--- src/rtl/kb_pkg.sv ---
// Shared types and constants for the maze keyboard command path.
package kb_pkg;

  typedef logic [2:0] cmd_t;

  localparam cmd_t CMD_UP      = 3'd0;
  localparam cmd_t CMD_LEFT    = 3'd1;
  localparam cmd_t CMD_DOWN    = 3'd2;
  localparam cmd_t CMD_RIGHT   = 3'd3;
  localparam cmd_t CMD_RESTART = 3'd4;

  localparam logic [7:0] KEY_W = 8'h1D;
  localparam logic [7:0] KEY_A = 8'h1C;
  localparam logic [7:0] KEY_S = 8'h1B;
  localparam logic [7:0] KEY_D = 8'h23;
  localparam logic [7:0] KEY_R = 8'h2D;
  localparam logic [7:0] KEY_P = 8'h4D;

  typedef enum logic [1:0] {
    S_IDLE,
    S_POP,
    S_DECODE
  } state_t;

  typedef struct packed {
    logic hit;
    cmd_t cmd;
  } key_dec_t;

  function automatic key_dec_t key_decode(
    input logic [7:0] code
  );
    key_dec_t d;
    d.hit = 1'b1;
    d.cmd = CMD_UP;
    unique case (1'b1)
      code == KEY_W: d.cmd = CMD_UP;
      code == KEY_A: d.cmd = CMD_LEFT;
      code == KEY_S: d.cmd = CMD_DOWN;
      code == KEY_D: d.cmd = CMD_RIGHT;
      code == KEY_R: d.cmd = CMD_RESTART;
      default:       d.hit = 1'b0;
    endcase
    return d;
  endfunction

endpackage

--- src/rtl/kb_move_ctrl_fifo.sv ---
// Small valid/ready command queue with a registered head output.
// The head register keeps its last value while the queue is empty.
module kb_cmd_fifo
  import kb_pkg::*;
#(
  parameter int DEPTH = 4
) (
  input  logic clk,
  input  logic reset,
  input  logic in_valid,
  input  cmd_t in_data,
  output logic in_ready,
  output logic out_valid,
  input  logic out_ready,
  output cmd_t out_data
);

  localparam int PW = $clog2(DEPTH);
  localparam logic [PW:0] PTR_ONE = {{PW{1'b0}}, 1'b1};

  cmd_t        mem [DEPTH];
  cmd_t        head_q;
  logic [PW:0] wr_ptr;
  logic [PW:0] rd_ptr;
  logic [PW:0] rd_inc;
  logic [PW:0] count;
  logic        full;
  logic        empty;
  logic        push;
  logic        pop;

  assign count  = wr_ptr - rd_ptr;
  assign rd_inc = rd_ptr + PTR_ONE;
  assign empty  = wr_ptr == rd_ptr;
  assign full   = (wr_ptr[PW] != rd_ptr[PW])
               && (wr_ptr[PW-1:0] == rd_ptr[PW-1:0]);

  assign out_valid = !empty;
  assign pop       = out_valid && out_ready;
  // A pop in the same cycle frees the slot a full queue needs.
  assign in_ready  = !full || pop;
  assign push      = in_valid && in_ready;
  assign out_data  = head_q;

  always_ff @(posedge clk) begin
    if (push) begin
      mem[wr_ptr[PW-1:0]] <= in_data;
    end
  end

  always_ff @(posedge clk) begin
    if (reset) begin
      wr_ptr <= '0;
      rd_ptr <= '0;
      head_q <= CMD_UP;
    end else begin
      if (push) begin
        wr_ptr <= wr_ptr + PTR_ONE;
      end
      if (pop) begin
        rd_ptr <= rd_inc;
      end
      if (push && (empty || (pop && count == PTR_ONE))) begin
        head_q <= in_data;
      end else if (pop && count != PTR_ONE) begin
        head_q <= mem[rd_inc[PW-1:0]];
      end
    end
  end

endmodule

--- src/rtl/kb_move_ctrl.sv ---
// Pops PS/2 codes, decodes maze moves and queues them for the maze logic.
// Optional pause key is enabled by defining KB_MOVE_PAUSE_EN.
module kb_move_ctrl
  import kb_pkg::*;
#(
  parameter int CMD_DEPTH = 4,
  parameter int CNT_W     = 8
) (
  input  logic             clk,
  input  logic             reset,
  input  logic [7:0]       key_code,
  input  logic             kb_buf_empty,
  output logic             rd_key_code,
  output logic             cmd_valid,
  output logic [2:0]       cmd,
  input  logic             cmd_ready,
  output logic [CNT_W-1:0] drop_cnt,
  output logic             busy
`ifdef KB_MOVE_PAUSE_EN
  ,
  output logic             paused
`endif
);

  localparam logic [CNT_W-1:0] CNT_ONE = {{(CNT_W-1){1'b0}}, 1'b1};

  state_t     state;
  state_t     state_nxt;
  logic [7:0] code_q;
  key_dec_t   dec;
  logic       push;
  logic       drop;
  logic       q_ready;
  cmd_t       q_data;

  assign dec = key_decode(code_q);

`ifdef KB_MOVE_PAUSE_EN
  logic pause_tgl;
  logic pause_clr;
`endif

  always_comb begin
    state_nxt   = state;
    rd_key_code = 1'b0;
    push        = 1'b0;
    drop        = 1'b0;
`ifdef KB_MOVE_PAUSE_EN
    pause_tgl   = 1'b0;
    pause_clr   = 1'b0;
`endif
    unique case (state)
      S_IDLE: begin
        if (!kb_buf_empty) begin
          state_nxt = S_POP;
        end
      end
      S_POP: begin
        rd_key_code = 1'b1;
        state_nxt   = S_DECODE;
      end
      S_DECODE: begin
        state_nxt = S_IDLE;
`ifdef KB_MOVE_PAUSE_EN
        pause_clr = dec.hit && dec.cmd == CMD_RESTART;
        if (code_q == KEY_P) begin
          pause_tgl = 1'b1;
        end else if (!dec.hit
                  || (paused && dec.cmd != CMD_RESTART)) begin
          drop = 1'b1;
        end else if (q_ready) begin
          push = 1'b1;
        end else begin
          drop = 1'b1;
        end
`else
        if (dec.hit && q_ready) begin
          push = 1'b1;
        end else begin
          drop = 1'b1;
        end
`endif
      end
      default: state_nxt = S_IDLE;
    endcase
  end

  always_ff @(posedge clk) begin
    if (reset) begin
      state  <= S_IDLE;
      code_q <= '0;
    end else begin
      state <= state_nxt;
      if (state == S_IDLE && !kb_buf_empty) begin
        code_q <= key_code;
      end
    end
  end

  always_ff @(posedge clk) begin
    if (reset) begin
      drop_cnt <= '0;
    end else if (drop && drop_cnt != '1) begin
      drop_cnt <= drop_cnt + CNT_ONE;
    end
  end

`ifdef KB_MOVE_PAUSE_EN
  always_ff @(posedge clk) begin
    if (reset) begin
      paused <= 1'b0;
    end else if (pause_tgl) begin
      paused <= !paused;
    end else if (pause_clr) begin
      paused <= 1'b0;
    end
  end
`endif

  kb_cmd_fifo #(
    .DEPTH(CMD_DEPTH)
  ) u_fifo (
    .clk      (clk),
    .reset    (reset),
    .in_valid (push),
    .in_data  (dec.cmd),
    .in_ready (q_ready),
    .out_valid(cmd_valid),
    .out_ready(cmd_ready),
    .out_data (q_data)
  );

  assign cmd  = q_data;
  assign busy = (state != S_IDLE) || cmd_valid;

endmodule
--- config.mk ---
export PLATFORM = sky130hd
export DESIGN_NAME = kb_move_ctrl
export DESIGN_NICKNAME = d
export VERILOG_FILES = /design/src/rtl/kb_pkg.sv /design/src/rtl/kb_move_ctrl_fifo.sv /design/src/rtl/kb_move_ctrl.sv
export SDC_FILE = /design/constraint.sdc
export NUM_CORES = 1
export LEC_CHECK = 0
export BUFFER_PORTS_ARGS = -buffer_cell sky130_fd_sc_hd__buf_2
export CAP_MARGIN = 20
export CORE_MARGIN = 4
export CORE_UTILIZATION = 50
export DETAILED_ROUTE_END_ITERATION = 10
export MAX_ROUTING_LAYER = met4
export PLACE_DENSITY = 0.78
export SETUP_SLACK_MARGIN = 0.1
export SLEW_MARGIN = 20
export SYNTH_ARGS = -nofsm -noshare
export SYNTH_HDL_FRONTEND = slang
export SYNTH_SLANG_ARGS = --single-unit
--- constraint.sdc ---
create_clock -name clk -period 4.8 [get_ports clk]
set_clock_uncertainty 0.1 [all_clocks]
set_input_delay 0.72 -clock clk [delete_from_list [all_inputs] [get_ports clk]]
set_output_delay 0.72 -clock clk [all_outputs]
set_load 0.05 [all_outputs]
Word level (Yosys, flattened, before mapping)
Memory sizes are Yosys's and may differ from the RTL's.
Cells that the tools add are included.
W data, S select, Z words.
{"block": "op_classes", "n_mul": 0, "n_shift": 0, "reduce_logical": 19, "bitwise": 0, "n_lt_le_gt_ge": 0, "div": 0, "n_eq_ne": 14, "add_sub_neg": 4, "mux": 13}
{"cell": "$eq A8 B5 Y1 const B", "n": 3}
{"cell": "$eq A8 B6 Y1 const B", "n": 2}
{"cell": "$pmux W3 S4", "n": 1}
{"cell": "$logic_and A1 B1 Y1", "n": 9}
{"cell": "$add A8 B1 Y8 const B", "n": 1}
{"cell": "$mux W1", "n": 8}
{"cell": "$ne A8 B8 Y1 const B", "n": 1}
{"cell": "$add A3 B1 Y3 const B", "n": 2}
{"cell": "$mux W3", "n": 2}
{"cell": "$reduce_or A5 Y1", "n": 1}
{"cell": "$pmux W2 S2", "n": 1}
{"cell": "$reduce_bool A2 Y1", "n": 2}
{"cell": "$eq A3 B1 Y1 const B", "n": 1}
{"cell": "$eq A3 B3 Y1", "n": 1}
{"cell": "$logic_not A1 Y1", "n": 3}
{"cell": "$logic_or A1 B1 Y1", "n": 3}
{"cell": "$ne A3 B1 Y1 const B", "n": 1}
{"cell": "$sub A3 B3 Y3", "n": 1}
{"cell": "$eq A2 B1 Y1 const B", "n": 1}
{"cell": "$eq A2 B2 Y1", "n": 1}
{"cell": "$eq A2 B2 Y1 const B", "n": 1}
{"cell": "$logic_not A2 Y1", "n": 1}
{"cell": "$mux W2", "n": 1}
{"cell": "$ne A2 B2 Y1 const B", "n": 1}
{"cell": "$ne A1 B1 Y1", "n": 1}
{"block": "word_totals", "out_inout_bits": 14, "input_bits": 12, "ramBits": 12, "latchBits": 0, "rom_bits": 0, "register_bits": 27, "wordCells": 57, "mem_count": 1}
{"memory": "u_fifo.mem", "depth": 4, "width": 3, "rd": 1, "rd_clocked_by_memory_dff": 0, "write_ports": 1, "line": "kb_move_ctrl_fifo.sv:21", "source": "cmd_t mem [DEPTH];"}

Longest topological paths before layout
Gate-level depths: netlist (run 1).
{"block": "depth", "word_depth": 10, "mapped_depth": 8, "mapped_depth_nobuf": 8}

Cells and area by module
Synthesis (run 1) repeated with hierarchy kept, for this count alone.
{"block": "hier_totals", "hier_cells": 191, "area_unflattened_um2": 2001.9}
{"mod": "kb_cmd_fifo", "seq_area_each_um2": 540.5, "area_per_inst_um2": 1047.3, "n_inst": 1, "cells_per_inst": 80}
{"mod": "kb_move_ctrl", "seq_area_each_um2": 360.3, "area_per_inst_um2": 954.7, "n_inst": 1, "cells_per_inst": 111}

Worst setup path after synthesis (run 1)
No wires, ideal clock.
{"block": "synth_timing", "path_kind": "register to output", "start": "register u_fifo.wr_ptr[0]", "end": "output busy", "stages_incl_launch_ff": 5, "path_buffers": 0, "slack_ns": 2.011, "arrival_ns": 1.969, "cell_sequence": "dfxtp_1 -> inv_1 -> ha_1 -> nand3_1 -> or3_1"}
{"block": "synth_via", "elab_chain_len": 3}
{"element": "start: declaration", "line": "kb_move_ctrl_fifo.sv:23", "source": "logic [PW:0] wr_ptr;"}
{"element": "start signal: assignment", "line": "kb_move_ctrl_fifo.sv:58", "source": "wr_ptr <= wr_ptr + PTR_ONE;"}
{"element": "$eq A3 B3 Y1", "line": "kb_move_ctrl_fifo.sv:34", "source": "assign empty = wr_ptr == rd_ptr;"}
{"element": "$logic_not A1 Y1", "line": "kb_move_ctrl_fifo.sv:38", "source": "assign out_valid = !empty;"}
{"element": "net cmd_valid", "line": "kb_move_ctrl.sv:14", "source": "output logic cmd_valid,"}
{"element": "$logic_or A1 B1 Y1", "line": "kb_move_ctrl.sv:134", "source": "assign busy = (state != S_IDLE) || cmd_valid;"}
{"element": "end: declaration", "line": "kb_move_ctrl.sv:18", "source": "output logic busy"}
The timed path passes the listed nets, and every way through them passes these cells.

Worst setup path after layout (run 1)
{"block": "layout_timing", "start": "register u_fifo.wr_ptr[0]", "end": "output busy"}
{"block": "layout_via", "elab_chain_len": 3}
{"element": "$eq A3 B3 Y1", "line": "kb_move_ctrl_fifo.sv:34"}
{"element": "$logic_not A1 Y1", "line": "kb_move_ctrl_fifo.sv:38"}
{"element": "$logic_or A1 B1 Y1", "line": "kb_move_ctrl.sv:134"}
No other way between the ends.

==> flow_metrics.py, run 1 <==
metrics = {
    "synthesis": {
        "ys_ff_latch": 39,
        "seq_area_frac_synth_pct": 45.71,
        "postSynthAreaPerCell_um2": 10.37,
        "synth_warnings": 0,
        "synth_top_family_by_area": "simple AND/OR/NAND/NOR gates",
        "ys_async_sr_fraction_pct": 0,
        "synth.area.mux_share_pct": 8.317,
        "yosysMostFrequentCell": "nand2_1",
        "synthCells": 190,
        "synthXorXnorAreaFrac_pct": 2.921,
        "synth_compound_area_share_pct": 12.95,
        "yosys.area.top_type": "dfxtp_1",
        "synth_cell_types": 45,
        "synth_top_area_share_pct": 27.43,
        "synthesis.nets": 211,
        "ys.flop_type": "dfxtp_1",
        "synth-simple-area-share_pct": 20.70,
        "synthAdderAreaFrac_pct": 6.095,
        "synth_commonest_cells": "28 x nand2_1, 27 x dfxtp_1, 17 x a21oi_1, 12 x edfxtp_1, 12 x nor2_1",
        "synth_edf_count": 12,
        "synth.cell_area_mm2": 0.001971,
        "synth_area_leaders": "dfxtp_1 27%, edfxtp_1 18%, nand2_1 5.3%",
    },
    "floorplanning": {
        "pin_count": 26,
        "dieArea_mm2": 0.005010,
        "fp.coreArea_mm2": 0.003744,
        "fp.dieH_um": 70.78,
        "start_util_pct": 52.64,
        "row_count": 22,
        "die-width_um": 70.78,
    },
    "flow_run": {
        "maxCapViolations": 0,
    },
    "clock_network": {
        "cts-root-buf": "clkbuf_8",
        "cts_inserted_buffers": 5,
        "cts_tree": "built",
        "cts_resized": 0,
        "clockBufferDepth": 2,
        "clk_pin_slew_ns": 0.07,
        "htreeDepth": 2,
        "cts_sinks": 39,
        "hold_buffers": 0,
        "post_cts_buffers": 0,
        "insertion_delay_ns": 0.29,
    },
    "finish": {
        "num_antenna_cells": 0,
        "syn2layout_area_growth_pct": 14.16,
        "nets": 238,
        "drive_gt1_share_pct": 22.48,
    },
    "sta": {
        "drv_slew": 0,
        "hold_violations": 0,
        "setup_viol_count_final": 0,
        "fin_crit_ns": 2.736,
        "tightest_slew_ns": 0.7996,
        "slew_headroom_pct": 46.28,
        "rsz0062_at_grt": "no",
        "fin_crit_sh_pct": 57.01,
        "fmax_mhz": 365.4,
        "hold_slack_ns": 0.3959,
        "timing.setup.tns_ns": 0,
    },
    "setup_path": {
        "critical_path.max_fanout": 7,
        "critPathLaunchType": "flop",
        "cpPeakStageDelay_ns": 0.38,
        "slowest_stage": "dfxtp_1",
        "required_ns": 3.98,
        "crit_path_cell_trace": "inv_1, ha_1, nand3_1, or3_1, buf_2",
        "worst-setup-path-type": "reg -> out",
        "path_buf_inv": 2,
        "end_kind": "primary output",
        "cpLargestDelayFamily": "simple AND/OR/NAND/NOR gates",
        "cp.arrival_ns": 1.92,
    },
    "pwr": {
        "power.density_mw_per_mm2": 315.8,
        "irDropWorstVdd_v": 0.0002306,
        "p_leak_nw": 0.9097,
    },
    "drt": {
        "via_per_inst": 5.523,
        "ant_nets": 0,
        "wl_um": 3756,
        "firstDrtPassIters": 5,
        "drt_drc_violations_left": 0,
        "vias": 1469,
        "wire_per_inst_um": 14.12,
        "first_iter_violations": 98,
    },
    "grt": {
        "grt_pass1_vias": 1373,
        "antenna_found_initial": 0,
        "grt_overflow": 0,
        "grt_util_all_layers_pct": 15.99,
        "grt_first_pass_wirelength_um": 6127,
        "grt_max_degree": 33,
    },
    "placement": {
        "port_buffers": 25,
        "hpwl_um": 2736,
        "gp_congestion": 0.7857,
    },
    "status": {
        "status": "finished, final reports clean",
    },
    "hold_path": {
        "hold_class": "reg -> reg",
    },
}
-- worst min-delay path: stages (launching register included) --
cell     delay [ns]
dfxtp_1        0.34
nand2_1        0.06
a21oi_1        0.05
-- cells in the final DEF (no fill, tap or decap), types with 4 or more instances in the layout --
cell type   n
mux2i_1     4
ha_1        8
nand2_1    28
nand3_1     7
nor2_1     12
nor3_1      4
clkbuf_8    5
buf_2      25
edfxtp_1   12
dfxtp_1    27
mux2_2      5
nor2b_1     5
a21oi_1    17
inv_1       7
-- final timing paths --
check                           cells after the start             start               end  slack, ns
worst max-delay path                                5  u_fifo.wr_ptr[0]              busy       2.06
worst min-delay path                                2  u_fifo.wr_ptr[0]  u_fifo.wr_ptr[0]       0.40
worst max register to register                      7  u_fifo.wr_ptr[0]       drop_cnt[3]       2.42
worst min register to register                      2  u_fifo.wr_ptr[0]  u_fifo.wr_ptr[0]       0.40
-- layer usage --
metal | vias to the layer above | share of wire (%) | GRT usage, %
met5 | - | 0 | -
met2 | 34 | 48 | 24.51
met4 | 0 | 0.91 | 5.010
met1 | 686 | 45 | 20.45
li1 | 745 | - | -
met3 | 4 | 5.7 | 4.688
-- where the power goes --
part           internal [mW]  switching (mW)  leakage, nW
combinational         0.0150          0.0267        0.486
sequential             0.343         0.00709        0.358
clock                  0.208           0.111       0.0654
-- area by class of cell --
cell class	instances	area, µm²
fill	332	1494
multi-input combinational	139	1005
sequential	39	900.9
timing repair buffer	25	125.1
clock buffer	6	72.57
clock inverter	2	60.06
tap	48	60.06
inverter	7	26.28
-- metrics by stage --
stage                     util [%]  instances  area [µm²]  worst slack [ns]  power, mW
after global placement       56.55        258        2117             2.426     0.3982
after floorplan                  -        190        1971             2.011     0.3884
final                        60.09        266        2250             2.064     0.7104
after CTS                    60.09        266        2250             2.054     0.7170
after global routing         60.09        266        2250             1.928     0.7386
after detailed placement     56.55        258        2117             2.390     0.3990
-- cell families (layout without fill, tap and decap cells) --
group                    after synthesis  in the layout
AO/OA/AOI/OAI                         34             34
XOR/XNOR                               5              5
adder cells (fa/ha/maj)                9              9
buffers and inverters                 12             40
flip-flops                            39             39
multiplexers                          12             12
AND/OR/NAND/NOR                       79             79
-- sequential cells by signal (all words and copies together), names as in the netlist --
register and cells:
state 2, u_fifo.wr_ptr 3, drop_cnt 8, u_fifo.out_data 3, code_q 8, u_fifo.mem 12, u_fifo.rd_ptr 3
(Power assumes the default switching activity.)
==> run 2: changes to the inputs <==
--- a/config.mk
+++ b/config.mk
@@ -5,6 +5,7 @@
 export SDC_FILE = /design/constraint.sdc
 export NUM_CORES = 1
 export LEC_CHECK = 0
+export ABC_AREA = 1
 export BUFFER_PORTS_ARGS = -buffer_cell sky130_fd_sc_hd__buf_2
 export CAP_MARGIN = 20
 export CORE_MARGIN = 4
==> constraint.sdc (replaced) <==
create_clock -name clk -period 2.7 [get_ports clk]
set_clock_uncertainty 0.1 [all_clocks]
set_input_delay 0.405 -clock clk [delete_from_list [all_inputs] [get_ports clk]]
set_output_delay 0.405 -clock clk [all_outputs]
set_load 0.05 [all_outputs]
==> run 2 against run 1 <==
Non-clock buffer count up 1; via count up 7.9%; worst setup slack worse by 1.5 ns; critical path depth up 1; final area up 0.11%; synthesized cell count up 29%; clock-buffer cell count up 1; register-to-register slack worse by 1.9 ns; combinational power rose to 6.0 times the previous value; largest power group unchanged.
==> flow_metrics.py, run 2 <==
metrics = {
    "finish": {
        "layout_commonest_cell": "nand2_1",
        "nets": 295,
        "drive_gt1_share_pct": 21.45,
        "syn2layout_area_growth_pct": 12.36,
        "multiInputGateArea_um2": 927.1,
        "seq_area_um2": 900.9,
        "final_util_pct": 59.72,
        "num-fill-cells": 334,
        "largest_reg_flops": 12,
        "num_antenna_cells": 0,
        "layout_common_cells": "38 x nand2_1, 32 x inv_1, 27 x dfxtp_1, 25 x buf_2",
    },
    "setup_path": {
        "rrSetupSlack_ns": 0.55,
        "required_ns": 2.19,
        "crit_end": "busy",
        "critPathLaunchType": "flop",
        "critical_path.max_fanout": 5,
        "reg2regPathDepth": 11,
        "worst-setup-path-type": "reg -> out",
        "r2r-end": "u_fifo.out_data[2]",
        "end_kind": "primary output",
        "crit_path_start": "u_fifo.wr_ptr[0]",
        "cp.arrival_ns": 1.66,
        "r2r-start": "u_fifo.wr_ptr[0]",
    },
    "clock_network": {
        "cts-root-buf": "clkbuf_8",
        "cts_sinks": 39,
        "clockBufferDepth": 2,
        "post_cts_buffers": 0,
        "insertion_delay_ns": 0.29,
        "clk_pin_slew_ns": 0.07,
        "htreeDepth": 2,
        "cts_inserted_buffers": 5,
        "cts_tree": "built",
        "cts_resized": 0,
        "hold_buffers": 0,
    },
    "synthesis": {
        "synthCells": 246,
        "synth_commonest_cells": "38 x nand2_1, 32 x inv_1, 27 x dfxtp_1, 21 x a21oi_1, 21 x nor2_1",
        "synth_top_area_share_pct": 26.97,
        "yosysMostFrequentCell": "nand2_1",
        "synth_warnings": 0,
        "synth.cell_area_mm2": 0.002004,
        "yosys.area.top_type": "dfxtp_1",
        "synth_edf_count": 12,
        "ys_async_sr_fraction_pct": 0,
        "synth_area_leaders": "dfxtp_1 27%, edfxtp_1 18%, nand2_1 7.1%",
        "seq_area_frac_synth_pct": 44.94,
        "ys_ff_latch": 39,
        "synthesis.nets": 267,
        "ys.flop_type": "dfxtp_1",
        "postSynthAreaPerCell_um2": 8.148,
        "synth_cell_types": 27,
    },
    "grt": {
        "grt_util_met2_pct": 24.80,
        "grt_pass1_vias": 1467,
        "use_met3_pct": 4.769,
        "use_met1_pct": 19.72,
        "grt_util_all_layers_pct": 16.14,
        "busiest_layer": "met2",
        "grt_max_degree": 19,
        "grt_overflow": 0,
        "grt_first_pass_wirelength_um": 6279,
        "antenna_found_initial": 0,
    },
    "flow_run": {
        "maxCapViolations": 0,
    },
    "floorplanning": {
        "fp.coreArea_mm2": 0.003771,
        "die-width_um": 71.32,
        "start_util_pct": 53.15,
        "fp.dieH_um": 71.32,
        "row_count": 22,
        "pin_count": 26,
        "dieArea_mm2": 0.005086,
    },
    "drt": {
        "wl_um": 3741,
        "wire_per_inst_um": 11.58,
        "first_iter_violations": 114,
        "vias": 1585,
        "drt_drc_violations_left": 0,
        "via_per_inst": 4.907,
        "firstDrtPassIters": 4,
        "ant_nets": 0,
    },
    "hold_path": {
        "hold_class": "in -> reg",
        "holdPathStages": 3,
    },
    "placement": {
        "port_buffers": 25,
        "hpwl_um": 2859,
        "gp_congestion": 0.8085,
    },
    "sta": {
        "fin_crit_ns": 2.163,
        "slew_headroom_pct": 67.68,
        "setup_viol_count_final": 0,
        "tightest_slew_ns": 0.4843,
        "timing.setup.tns_ns": 0,
        "hold_slack_ns": 0.2862,
        "fin_crit_sh_pct": 80.12,
        "rsz0062_at_grt": "no",
        "drv_slew": 0,
        "hold_violations": 0,
        "fmax_mhz": 462.3,
    },
    "pwr": {
        "irDropWorstVdd_v": 0.0002684,
        "finalPower_mw": 1.269,
        "p_leak_nw": 0.9822,
        "power.density_mw_per_mm2": 563.6,
    },
    "status": {
        "status": "finished, final reports clean",
    },
}
[run 2: changes by cell type after synthesis, sizes merged, moves of 5 or more]
cell	before	now
nand4	2	8
mux2	5	0
inv	7	40
nand2	28	42
nand3	7	15
o21ai	2	23
nor2b	5	0
nor2	12	29
[run 2: per-layer routing]
layer / vias up / part of all wire [%]
li1: 865 / -
met1: 690 / 49
met2: 26 / 45
met3: 4 / 5.0
met4: 0 / 0.86
met5: - / 0
[run 2: area by class of cell]
| type | instances | area share, % |
|---|---|---|
| Timing Repair Buffer | 26 | 5.889 |
| Inverter | 40 | 6.667 |
| Sequential cell | 39 | 40.00 |
| Clock inverter | 1 | 0.2222 |
| Clock buffer | 7 | 3.389 |
| Multi-Input combinational cell | 162 | 41.17 |
| Tap cell | 48 | 2.667 |
[run 2: worst min path at each step]
stage	startpoint	to	slack [ns]
2_1_floorplan	code_q[6]	code_q[6]	0.33
3_3_place_gp	code_q[7]	code_q[7]	0.34
3_5_place_dp	code_q[7]	code_q[7]	0.35
4_1_cts	key_code[3]	code_q[3]	0.28
5_1_grt	key_code[4]	code_q[4]	0.30
6_report	key_code[4]	code_q[4]	0.29
[run 2: stage by stage]
stage          area [µm²]  std cells  worst slack, ns
6_report             2252        323           0.5368
3_3_place_gp         2171        315           0.6246
2_1_floorplan        2004        246           0.6784
4_1_cts              2252        323           0.5238
3_5_place_dp         2171        315           0.5724
5_1_grt              2252        323           0.3497
[run 2: power by group]
group / switching (mW) / internal (mW) / total, mW
registers: 0.0158 / 0.624 / 0.639
logic: 0.178 / 0.0743 / 0.252
clock network: 0.197 / 0.181 / 0.378
total: 0.390 / 0.879 / 1.27
[run 2: critical path, cell delays in order, from the launching register on]
cell	delay, ns
dfxtp_1	0.37
inv_1	0.11
ha_1	0.31
nand2_1	0.11
nor2_4	0.18
nand2_1	0.07
buf_2	0.21
[run 2: logic make-up after synthesis]
group	after synthesis	synth area share (%)
simple gates	101	26.28
buf+inv	45	8.802
compound gates	48	12.23
xor+xnor	4	1.748
fa+ha+maj	9	5.993
flops	39	44.94
==> run 3: changes to the inputs <==
==> constraint.sdc (replaced) <==
create_clock -name clk -period 2.18 [get_ports clk]
set_clock_uncertainty 0.1 [all_clocks]
set_input_delay 0.327 -clock clk [delete_from_list [all_inputs] [get_ports clk]]
set_output_delay 0.327 -clock clk [all_outputs]
set_load 0.05 [all_outputs]
==> run 3 against run 2 <==
First-iteration DRC count is 42% lower; clock-buffer cell count stayed put; worst hold slack worse by 0.074 ns; sequential power is 24% higher; non-clock buffer count is 6 higher; power is 31% higher; routed wire length is 7.7% higher; via count is 5.6% higher; sequential cell count stayed put; worst setup slack worse by 0.38 ns; critical path depth is 5 higher; combinational power is 33% higher; largest cell class unchanged.
==> flow_metrics.py, run 3 (synthesis results as in run 2) <==
metrics = {
    "status": {
        "status": "finished, final reports clean",
    },
    "setup_path": {
        "critPathLaunchType": "flop",
        "r2r-start": "u_fifo.wr_ptr[0]",
        "end_kind": "flop",
        "crit_path_start": "u_fifo.wr_ptr[0]",
        "required_ns": 2.31,
        "critical_path.max_fanout": 6,
        "cp.arrival_ns": 2.15,
        "worst-setup-path-type": "reg -> reg",
        "reg2regPathDepth": 11,
    },
    "floorplanning": {
        "pin_count": 26,
        "fp.coreArea_mm2": 0.003771,
        "row_count": 22,
        "fp.dieH_um": 71.32,
        "start_util_pct": 53.15,
        "dieArea_mm2": 0.005086,
        "die-width_um": 71.32,
    },
    "finish": {
        "largest_reg_flops": 12,
        "layout_commonest_cell": "nand2_1",
        "drive_gt1_share_pct": 27.05,
        "final_util_pct": 62.84,
        "layout_common_cells": "37 x nand2_1, 31 x inv_1, 25 x dfxtp_1, 25 x buf_2, 21 x a21oi_1",
        "nets": 301,
        "num_antenna_cells": 0,
        "syn2layout_area_growth_pct": 18.23,
        "final_area_mm2": 0.002370,
    },
    "sta": {
        "drv_slew": 0,
        "fin_crit_sh_pct": 92.60,
        "tightest_slew_ns": 0.5178,
        "fmax_mhz": 495.4,
        "timing.setup.tns_ns": 0,
        "rsz0062_at_grt": "yes",
        "slew_headroom_pct": 65.45,
        "fin_crit_ns": 2.019,
        "hold_violations": 0,
        "setup_viol_count_final": 0,
    },
    "pwr": {
        "p_leak_nw": 1.025,
        "clkPwrFrac_pct": 32.4,
        "power_frac_comb_pct": 20.2,
        "p_switching_mw": 0.4995,
        "p_int_mw": 1.166,
        "p_sw_share_pct": 29.99,
        "pwr-share-seq_pct": 47.5,
        "irDropWorstVdd_v": 0.0004097,
        "power.density_mw_per_mm2": 702.9,
    },
    "grt": {
        "antenna_found_initial": 0,
        "grt_first_pass_wirelength_um": 6651,
        "grt_max_degree": 19,
        "grt_pass1_vias": 1522,
        "grt_overflow": 0,
        "grt_util_all_layers_pct": 16.80,
    },
    "drt": {
        "firstDrtPassIters": 4,
        "wl_um": 4028,
        "first_iter_violations": 66,
        "wire_per_inst_um": 12.24,
        "via_per_inst": 5.088,
        "vias": 1674,
        "drt_drc_violations_left": 0,
        "ant_nets": 0,
    },
    "clock_network": {
        "cts-root-buf": "clkbuf_8",
        "insertion_delay_ns": 0.29,
        "clk_pin_slew_ns": 0.08,
        "cts_inserted_buffers": 5,
        "cts_tree": "built",
        "htreeDepth": 2,
        "cts_sinks": 39,
        "hold_buffers": 0,
        "clockBufferDepth": 2,
    },
    "flow_run": {
        "maxCapViolations": 0,
    },
    "hold_path": {
        "hold_class": "in -> reg",
        "hold_start": "key_code[6]",
        "holdPathStages": 3,
    },
    "placement": {
        "port_buffers": 25,
        "gp_congestion": 0.8141,
        "hpwl_um": 2971,
        "placed_area_mm2": 0.002186,
    },
}
==> run 3: cell count changes in the layout (fill, tap and decap cells not counted), sizes merged <==
cell    change
buf         +6
clkinv      -1
inv         +1
==> run 3: power by group through the flow <==
stage	clock network [mW]	logic (mW)	registers [mW]
2_1_floorplan	0	0.211	0.837
3_3_place_gp	0	0.310	0.805
3_5_place_dp	0	0.318	0.806
4_1_cts	0.552	0.322	0.789
5_1_grt	0.591	0.376	0.794
6_report	0.539	0.336	0.791
==> run 3: final cells by class <==
type	count	area, µm²
clock buffers	7	96.34
clock inverters	1	6.256
fillers	318	1401
inverters	40	152.6
multi-input cells	162	973.4
flip-flops and latches	39	903.4
well taps	48	60.06
repair buffers	32	177.7
==> run 3: through the flow <==
step	hold slack, ns	instances	power (mW)	setup slack (ns)
after global placement	0.3429	317	1.115	0.1492
after global routing	0.2346	329	1.761	0.06318
after floorplan	0.3295	246	1.048	0.1584
final	0.2127	329	1.666	0.1614
after detailed placement	0.3480	317	1.125	0.06448
after CTS	0.2096	325	1.663	0.09134
==> run 3: worst paths after layout <==
check / slack [ns] / to
max: 0.16 / u_fifo.out_data[0]
min: 0.21 / code_q[6]
max reg2reg: 0.16 / u_fifo.out_data[0]
min reg2reg: 0.35 / code_q[7]
==> run 3: timing repair <==
item	CTS	global route
endpoints found under the setup margin	3	23
pin swaps	0	8
resized for setup	2	12
setup buffers	0	4
cloned	0	0
==> run 3: routing by layer <==
layer / routed length [µm] / GRT usage (%) / vias up
li1: - / - / 876
met1: 1891 / 21.09 / 761
met2: 1896 / 26.94 / 31
met3: 184 / 3.506 / 6
met4: 55 / 5.637 / 0
met5: 0 / - / -
==> run 3: worst max-delay path, stage by stage (launching register included) <==
cell and delay, ns:
dfxtp_2 0.37, inv_4 0.06, ha_4 0.15, fa_1 0.48, inv_1 0.05, nor2_2 0.11
nand3_1 0.10, nand2_2 0.13, nand4_4 0.13, nand2_1 0.10, nand2_1 0.05, a21oi_1 0.13
